--- src/rtl/dcache_axi_bridge.sv ---
// dcache_axi_bridge: memory-side stage below the data-cache controller.
// It turns a held load-miss request into one INCR line-fill burst and a held store into
// one single-beat write-through. mem_ready pulses for one cycle when the transaction ends.
// Only one transaction is in flight at a time.
// Optional build macro DCACHE_BRIDGE_ERR_EN adds a sticky bus_err output. It is set on
// any nonzero rresp or bresp.
module dcache_axi_bridge #(
    parameter int unsigned ADDR_W     = 32,
    parameter int unsigned LINE_WORDS = 4,
    parameter logic [3:0]  AXI_ID     = 4'd0
) (
    input  logic                    clk,
    input  logic                    rst,
    input  logic                    mem_valid,
    input  logic                    mem_for_store,
    input  logic [ADDR_W-1:0]       mem_addr,
    input  logic [31:0]             mem_wdata,
    input  logic [3:0]              mem_wstrb,
    output logic                    mem_ready,
    output logic [32*LINE_WORDS-1:0] mem_rdata_line,
    output logic [3:0]              arid,
    output logic [ADDR_W-1:0]       araddr,
    output logic [7:0]              arlen,
    output logic [2:0]              arsize,
    output logic [1:0]              arburst,
    output logic                    arvalid,
    input  logic                    arready,
    input  logic [31:0]             rdata,
    input  logic [1:0]              rresp,
    input  logic                    rlast,
    input  logic                    rvalid,
    output logic                    rready,
    output logic [3:0]              awid,
    output logic [ADDR_W-1:0]       awaddr,
    output logic [7:0]              awlen,
    output logic [2:0]              awsize,
    output logic [1:0]              awburst,
    output logic                    awvalid,
    input  logic                    awready,
    output logic [31:0]             wdata,
    output logic [3:0]              wstrb,
    output logic                    wlast,
    output logic                    wvalid,
    input  logic                    wready,
    input  logic [1:0]              bresp,
    input  logic                    bvalid,
    output logic                    bready
`ifdef DCACHE_BRIDGE_ERR_EN
    ,
    output logic                    bus_err
`endif
);

    localparam int unsigned CNT_W = $clog2(LINE_WORDS);
    localparam int unsigned OFF_W = CNT_W + 2;
    localparam logic [ADDR_W-1:0] LINE_MASK = {ADDR_W{1'b1}} << OFF_W;
    localparam logic [ADDR_W-1:0] WORD_MASK = {ADDR_W{1'b1}} << 2;

    typedef enum logic [2:0] {StIdle, StAr, StR, StWr, StB, StDone} state_e;

    state_e                  state_q, state_d;
    logic                    aw_pend_q, aw_pend_d;
    logic                    w_pend_q, w_pend_d;
    logic [ADDR_W-1:0]       addr_q;
    logic [31:0]             wdata_q;
    logic [3:0]              wstrb_q;
    logic [CNT_W-1:0]        cnt_q;
    logic [32*LINE_WORDS-1:0] line_q;

    // State register plus the independent AW/W outstanding flags.
    always_ff @(posedge clk) begin
        if (rst) begin
            state_q   <= StIdle;
            aw_pend_q <= 1'b0;
            w_pend_q  <= 1'b0;
        end else begin
            state_q   <= state_d;
            aw_pend_q <= aw_pend_d;
            w_pend_q  <= w_pend_d;
        end
    end

    // Next-state logic; AW and W retire independently, B waits for both.
    always_comb begin
        state_d   = state_q;
        aw_pend_d = aw_pend_q;
        w_pend_d  = w_pend_q;
        case (state_q)
            StIdle: begin
                if (mem_valid) begin
                    if (mem_for_store) begin
                        state_d   = StWr;
                        aw_pend_d = 1'b1;
                        w_pend_d  = 1'b1;
                    end else begin
                        state_d = StAr;
                    end
                end
            end
            StAr:   if (arready) state_d = StR;
            StR:    if (rvalid && rlast) state_d = StDone;
            StWr: begin
                aw_pend_d = aw_pend_q & ~awready;
                w_pend_d  = w_pend_q & ~wready;
                if (!aw_pend_d && !w_pend_d) state_d = StB;
            end
            StB:    if (bvalid) state_d = StDone;
            StDone: state_d = StIdle;
            default: state_d = StIdle;
        endcase
    end

    // Request capture and refill-line assembly; the line holds until the next refill beat.
    always_ff @(posedge clk) begin
        if (rst) begin
            addr_q  <= '0;
            wdata_q <= '0;
            wstrb_q <= '0;
            cnt_q   <= '0;
            line_q  <= '0;
        end else begin
            if (state_q == StIdle && mem_valid) begin
                if (mem_for_store) begin
                    addr_q  <= mem_addr & WORD_MASK;
                    wdata_q <= mem_wdata;
                    wstrb_q <= mem_wstrb;
                end else begin
                    addr_q <= mem_addr & LINE_MASK;
                    cnt_q  <= '0;
                end
            end
            // Surplus beats wrap the counter and overwrite earlier words; rlast alone ends it.
            if (state_q == StR && rvalid) begin
                line_q[{cnt_q, 5'b0} +: 32] <= rdata;
                cnt_q                       <= cnt_q + CNT_W'(1);
            end
        end
    end

    assign mem_ready      = (state_q == StDone);
    assign mem_rdata_line = line_q;

    assign arid    = AXI_ID;
    assign araddr  = addr_q;
    assign arlen   = 8'(LINE_WORDS - 1);
    assign arsize  = 3'b010;
    assign arburst = 2'b01;
    assign arvalid = (state_q == StAr);
    assign rready  = (state_q == StR);

    assign awid    = AXI_ID;
    assign awaddr  = addr_q;
    assign awlen   = 8'd0;
    assign awsize  = 3'b010;
    assign awburst = 2'b01;
    assign awvalid = (state_q == StWr) && aw_pend_q;
    assign wdata   = wdata_q;
    assign wstrb   = wstrb_q;
    assign wlast   = 1'b1;
    assign wvalid  = (state_q == StWr) && w_pend_q;
    assign bready  = (state_q == StB);

`ifdef DCACHE_BRIDGE_ERR_EN
    logic bus_err_q;

    // Sticky error flag over every accepted read beat and write response.
    always_ff @(posedge clk) begin
        if (rst) begin
            bus_err_q <= 1'b0;
        end else if ((rvalid && rready && rresp != 2'b00) ||
                     (bvalid && bready && bresp != 2'b00)) begin
            bus_err_q <= 1'b1;
        end
    end

    assign bus_err = bus_err_q;
`else
    logic unused_resp;
    assign unused_resp = ^{rresp, bresp};
`endif

endmodule
--- config.mk ---
export PLATFORM = sky130hd
export DESIGN_NAME = dcache_axi_bridge
export DESIGN_NICKNAME = d
export VERILOG_FILES = /design/src/rtl/dcache_axi_bridge.sv
export SDC_FILE = /design/constraint.sdc
export NUM_CORES = 1
export LEC_CHECK = 0
export BUFFER_PORTS_ARGS = -buffer_cell sky130_fd_sc_hd__buf_4
export CELL_PAD_IN_SITES_DETAIL_PLACEMENT = 0
export CELL_PAD_IN_SITES_GLOBAL_PLACEMENT = 1
export CORE_UTILIZATION = 30
export CTS_CLUSTER_DIAMETER = 40
export CTS_CLUSTER_SIZE = 14
export DETAILED_ROUTE_END_ITERATION = 16
export HOLD_SLACK_MARGIN = 0.03
export PLACE_DENSITY = 0.77
export SYNTH_ARGS = -nofsm -noshare
export SYNTH_HDL_FRONTEND = slang
export SYNTH_SLANG_ARGS = --single-unit
--- constraint.sdc ---
create_clock -name clk -period 2.2 [get_ports clk]
set_input_delay 0.22 -clock clk [delete_from_list [all_inputs] [get_ports clk]]
set_output_delay 0.22 -clock clk [all_outputs]
set_load 0.01 [all_outputs]
Yosys cells after proc, flatten, opt, wreduce, memory -nomap -nowiden:

Cells that the tools add are included.

* register bits after elaboration: 203
* logic and storage cells: 59

* add/subtract/negate cells: 2
* eq/ne operators: 12
* shift operators: 2
* multiplexer cells: 16
* bitwise operators: 4
* reductions and logical operators: 15

Operator list (count)
* 128-bit bitwise mux: 1
* 32-bit by 9-bit variable shift with 128-bit output, first input constant: 1
* 32-bit by 9-bit variable part select with 128-bit output: 1
* 3-bit 2-to-1 mux: 5
* 3-bit case mux with 5 select lines: 1
* 7-bit negator with 9-bit output: 1
* 2-bit 2-to-1 mux: 4
* 2-bit != test, second input constant: 4
* 3-bit by 2-bit equality test with 1-bit output, second input constant: 2
* 3-bit equality test, second input constant: 2
* 1-bit logical AND: 6
* 2-bit by 1-bit != test with 1-bit output, second input constant: 3
* 5-bit AND reduction: 1
* 4-bit 2-to-1 mux: 1
* 1-bit case mux with 2 select lines: 2
* 2-bit AND reduction: 2
* 2-bit nonzero test: 2
* 3-bit by 1-bit equality test with 1-bit output, second input constant: 1
* 3-bit zero test: 1
* 3-bit AND reduction: 1
* 2-bit by 1-bit adder with 2-bit output, second input constant: 1
* 1-bit bitwise AND: 2
* 1-bit zero test: 2
* 1-bit 2-to-1 mux: 2
* 1-bit inverter: 2

Depth between registers and ports, before layout:

* word-level depth: 6
* gate-level depth with buffers: 8
* mapped depth without buffers: 5

Least setup slack after synthesis:

OpenSTA, ideal clock, no wires.

* path kind: reg-to-reg
* from: register cnt_q[0]
* to: register line_q[101] (netlist: mem_rdata_line[101])
* library setup time: 74 ps
* arrival: 1882 ps
* slack: 243 ps
* cell stages (with the launch flop): 7
* buffers on the path: 1
* period minus slack after synthesis: 1957 ps
* cells stage by stage: dfxtp_1 -> inv_1 -> ha_1 -> nor4b_4 -> clkbuf_1 -> nand4_1 -> o21ai_0

* cells in the longest elaborated chain, start to end: 3
* elaborated cells between the ends (all ways): 4
* those cells by class: add/sub (1); shift (2); mux (1)

RTL lines
* start: declaration: line 67 `logic [CNT_W-1:0] cnt_q;`
* start signal: assignment: line 135 `cnt_q <= cnt_q + CNT_W'(1);`
* 7-bit negator with 9-bit output (*): line 134 `line_q[{cnt_q, 5'b0} +: 32] <= rdata;`
* 32-bit by 9-bit variable part select with 128-bit output / 32-bit by 9-bit variable shift with 128-bit output (equally long branches): line 134
* 128-bit bitwise mux (*): line 134
* end signal: indexed assignment: line 134
* end: declaration: line 68 `logic [32*LINE_WORDS-1:0] line_q;`

Mark *: on every way between the ends. The rest lies on a longest branch, timed or not.
A chain may end at the register's enable or synchronous reset.

Worst setup path in the final report:

* from: register state_q[0]
* to: output awvalid

* cells in the longest elaborated chain, start to end: 2

RTL lines
* start: declaration: line 61 `state_e state_q, state_d;`
* start signal: assignment: line 73 `state_q <= StIdle;`
* start signal: assignment: line 77 `state_q <= state_d;`
* 3-bit by 2-bit equality test with 1-bit output: line 156 `assign awvalid = (state_q == StWr) && aw_pend_q;`
* 1-bit logical AND: line 156
* end: declaration: line 38 `output logic awvalid,`

No other way between the ends.

==> results.cfg <==
[status]
status = complete, no violations

[sta]
rsz0062_at_grt = false
post-route-period-util = 0.903
setup_slack_ps = 214
min_period_ps = 1990
worstMarginPinSlew_ps = 591
fmax_mhz = 504
finalSetupViolations = 0
hold_ws_ps = 48.9
tns_ps = 0
hold_viol = 0
slew_violations = 0
slew_headroom = 0.605
fin_skew_ps = 15.5

[cells_and_area]
nets = 1520
design_area_um2 = 13000
syn_to_final_growth_pct = 52.2
drive_above_1_share = 0.319
antenna_cells = 0
fin_util = 0.465
instances_no_fill = 1805

[route]
wire_per_inst_um = 17.5
ant_nets = 0
wirelength_um = 31500
drt_iter0_markers = 769
drt-vias-per-instance = 4.94
dr_total_vias = 8914
dr.pass1.iters = 5
remaining_drc_errors = 0

[die]
core_um2 = 27900
start_util = 0.306
num_rows = 61
dieHeight_um = 171
io-pin-count = 383
die_w_um = 171
die_area_um2 = 29200

[job]
drv_cap = 0

[synthesis]
synth_cell_type_count = 38
synth_top_family_by_area = simple AND/OR/NAND/NOR gates
postSynthAreaPerCell_um2 = 8.10
synth_area_leaders = dfxtp_1 (47%), nand4_1 (9.4%), o21ai_0 (9.1%)
synthSimpleGateAreaFrac = 0.251
yosysTopAreaCellShare = 0.471
post-synth-top-area-cell = dfxtp_1
seq_area_frac_synth = 0.471
ys_top_cells_by_count = dfxtp_1 (201), nand2_1 (191), o21ai_0 (156)
ys.flop_type = dfxtp_1
yosys.area_share.adder = 0.00732
synthArstFlopShare = 0
synth_compound_area_frac = 0.149
synth_xor_area_frac = 0
ys_warn_count = 0
netlist_area_um2 = 8540
synth_cells = 1055
synth.most_common_cell = dfxtp_1
synth_edf_count = 0
muxShareOfSynthArea = 0.00132
ys_ff_latch = 201

[worst_setup_path]
crit_start = state_q[0]$_SDFFE_PP0P_
critPathCapture = awvalid
r2r_setup_slack_ps = 380
rr_startpoint = cnt_q[1]$_SDFFE_PP0P_
ff2ff_path_depth = 6
r2r_end = mem_rdata_line[67]$_SDFFE_PP0P_
startpoint_type = flop
worstPathRequired_ps = 1980
worst-path-max-fanout = 12
cp-end-kind = output pin
cp.arrival_ps = 1770
critical_path_class = flop to output pin

[power_and_ir_drop]
p_clk_frac = 0.478
p_int_mw = 8.22
p_comb_frac = 0.175
switching_power_mw = 3.28
seqPwrFrac = 0.347
leakage_nw = 5.43
power_density_nw_per_um2 = 885
vdd_drop_max_mv = 0.682
p_sw_frac = 0.285
p_total_mw = 11.5

[global_routing]
grt_max_degree = 65
antenna_found_initial = 0
grt_pass1_wl_um = 47500
grt.total_usage = 0.208
grt.overflow.total = 0
grt_pass1_vias = 8459

[clocking]
cts_max_path_buffers = 3
ctsResizeCount = 0
clock_latency_ps = 510
cts_tree = built
clock-sinks = 201
clk_pin_slew_worst_paths_ps = 50
htreeDepth = 2
cts_root_buffer = clkbuf_16
cts-buffers-inserted = 37

[placed_design]
placed_cells = 1676
placed_area_um2 = 11100
gp_congestion = 0.791
hpwl_um = 21400
io_buffers = 337
dp_slack_ps = 356

[hold_path]
worstHoldPathType = primary input to flop
cell families (layout without fill, tap and decap cells):
logic type                 Yosys count  after routing
and+or+nand+nor                    417            417
AOI/OAI and AO/OA                  246            246
DFF                                201            201
buffers and inverters              183            518
adders and majority gates            5              5
other                                2             39
muxes                                1              1
power by group through the flow:
stage                     combinational, mW  sequential [mW]  clock, mW
after floorplan                        1.10             4.11          0
after global placement                 1.91             4.05          0
after detailed placement               1.92             4.06          0
after CTS                              2.02             3.99       5.62
after global routing                   2.17             4.01       5.82
final                                  2.01             3.99       5.50
layout by cell type, fill, tap and decap left out, types with 3 or more instances in the layout:
| cell type | Yosys | routed |
|---|---|---|
| inv_6 | 0 | 3 |
| clkinv_4 | 0 | 3 |
| clkinv_2 | 0 | 5 |
| buf_4 | 70 | 377 |
| o21ai_0 | 156 | 156 |
| clkbuf_8 | 0 | 3 |
| a21oi_1 | 71 | 71 |
| clkbuf_1 | 72 | 5 |
| ha_1 | 5 | 4 |
| nor3b_1 | 4 | 3 |
| nor2b_1 | 33 | 33 |
| dlygate4sd3_1 | 0 | 64 |
| nand3b_1 | 3 | 3 |
| nand4_1 | 128 | 128 |
| clkinvlp_4 | 0 | 4 |
| inv_1 | 7 | 6 |
| nor4b_4 | 2 | 3 |
| o21ai_1 | 8 | 8 |
| nand3_1 | 38 | 38 |
| buf_12 | 0 | 5 |
| nand2_1 | 191 | 191 |
| and2_1 | 4 | 4 |
| conb_1 | 2 | 39 |
| dfxtp_1 | 201 | 201 |
| clkbuf_16 | 0 | 38 |
worst max-delay path: stages, from the launching register on:
cell	delay, ps
dfxtp_1	390
buf_4	210
nor2b_1	300
and3_1	220
buf_4	140
repair_timing:
item,4_1_cts,5_1_grt
setup buffers,0,0
hold buffers,64,0
endpoints found under the hold margin,64,0
layer usage:
metal  GRT usage  share of wire  vias to the layer above
met5           0              0                        -
met2       0.360           0.49                      376
met3      0.0442          0.074                       53
li1            -              -                     4279
met1       0.254           0.41                     4206
met4      0.0740          0.026                        0
registers in the layout, summed over array words and instances (netlist names):
signal,cells
mem_rdata_line,128
wdata,32
wstrb,4
aw_pend_q,1
cnt_q,2
araddr,30
w_pend_q,1
state_q,3
final cells by class:
type	count	area, um^2
well taps	378	473
fillers	2774	14900
multi-input cells	708	3690
clock buffers	46	1010
flip-flops and latches	201	4020
inverters	7	28.8
repair buffers	446	3570
clock inverters	19	204
worst min-delay path by stage:
stage / from / slack, ps / cells after the start / end
after floorplan: mem_addr[10] / 360 / 2 / araddr[10]$_SDFFE_PP0P_
after global placement: mem_rdata_line[83]$_SDFFE_PP0P_ / 440 / 2 / mem_rdata_line[83]$_SDFFE_PP0P_
after detailed placement: mem_rdata_line[79]$_SDFFE_PP0P_ / 450 / 2 / mem_rdata_line[79]$_SDFFE_PP0P_
after CTS: wready / 30 / 3 / w_pend_q$_SDFFE_PP0P_
after global routing: wready / 50 / 3 / w_pend_q$_SDFFE_PP0P_
final: wready / 50 / 3 / w_pend_q$_SDFFE_PP0P_
Power figures use the tool's default switching activity.
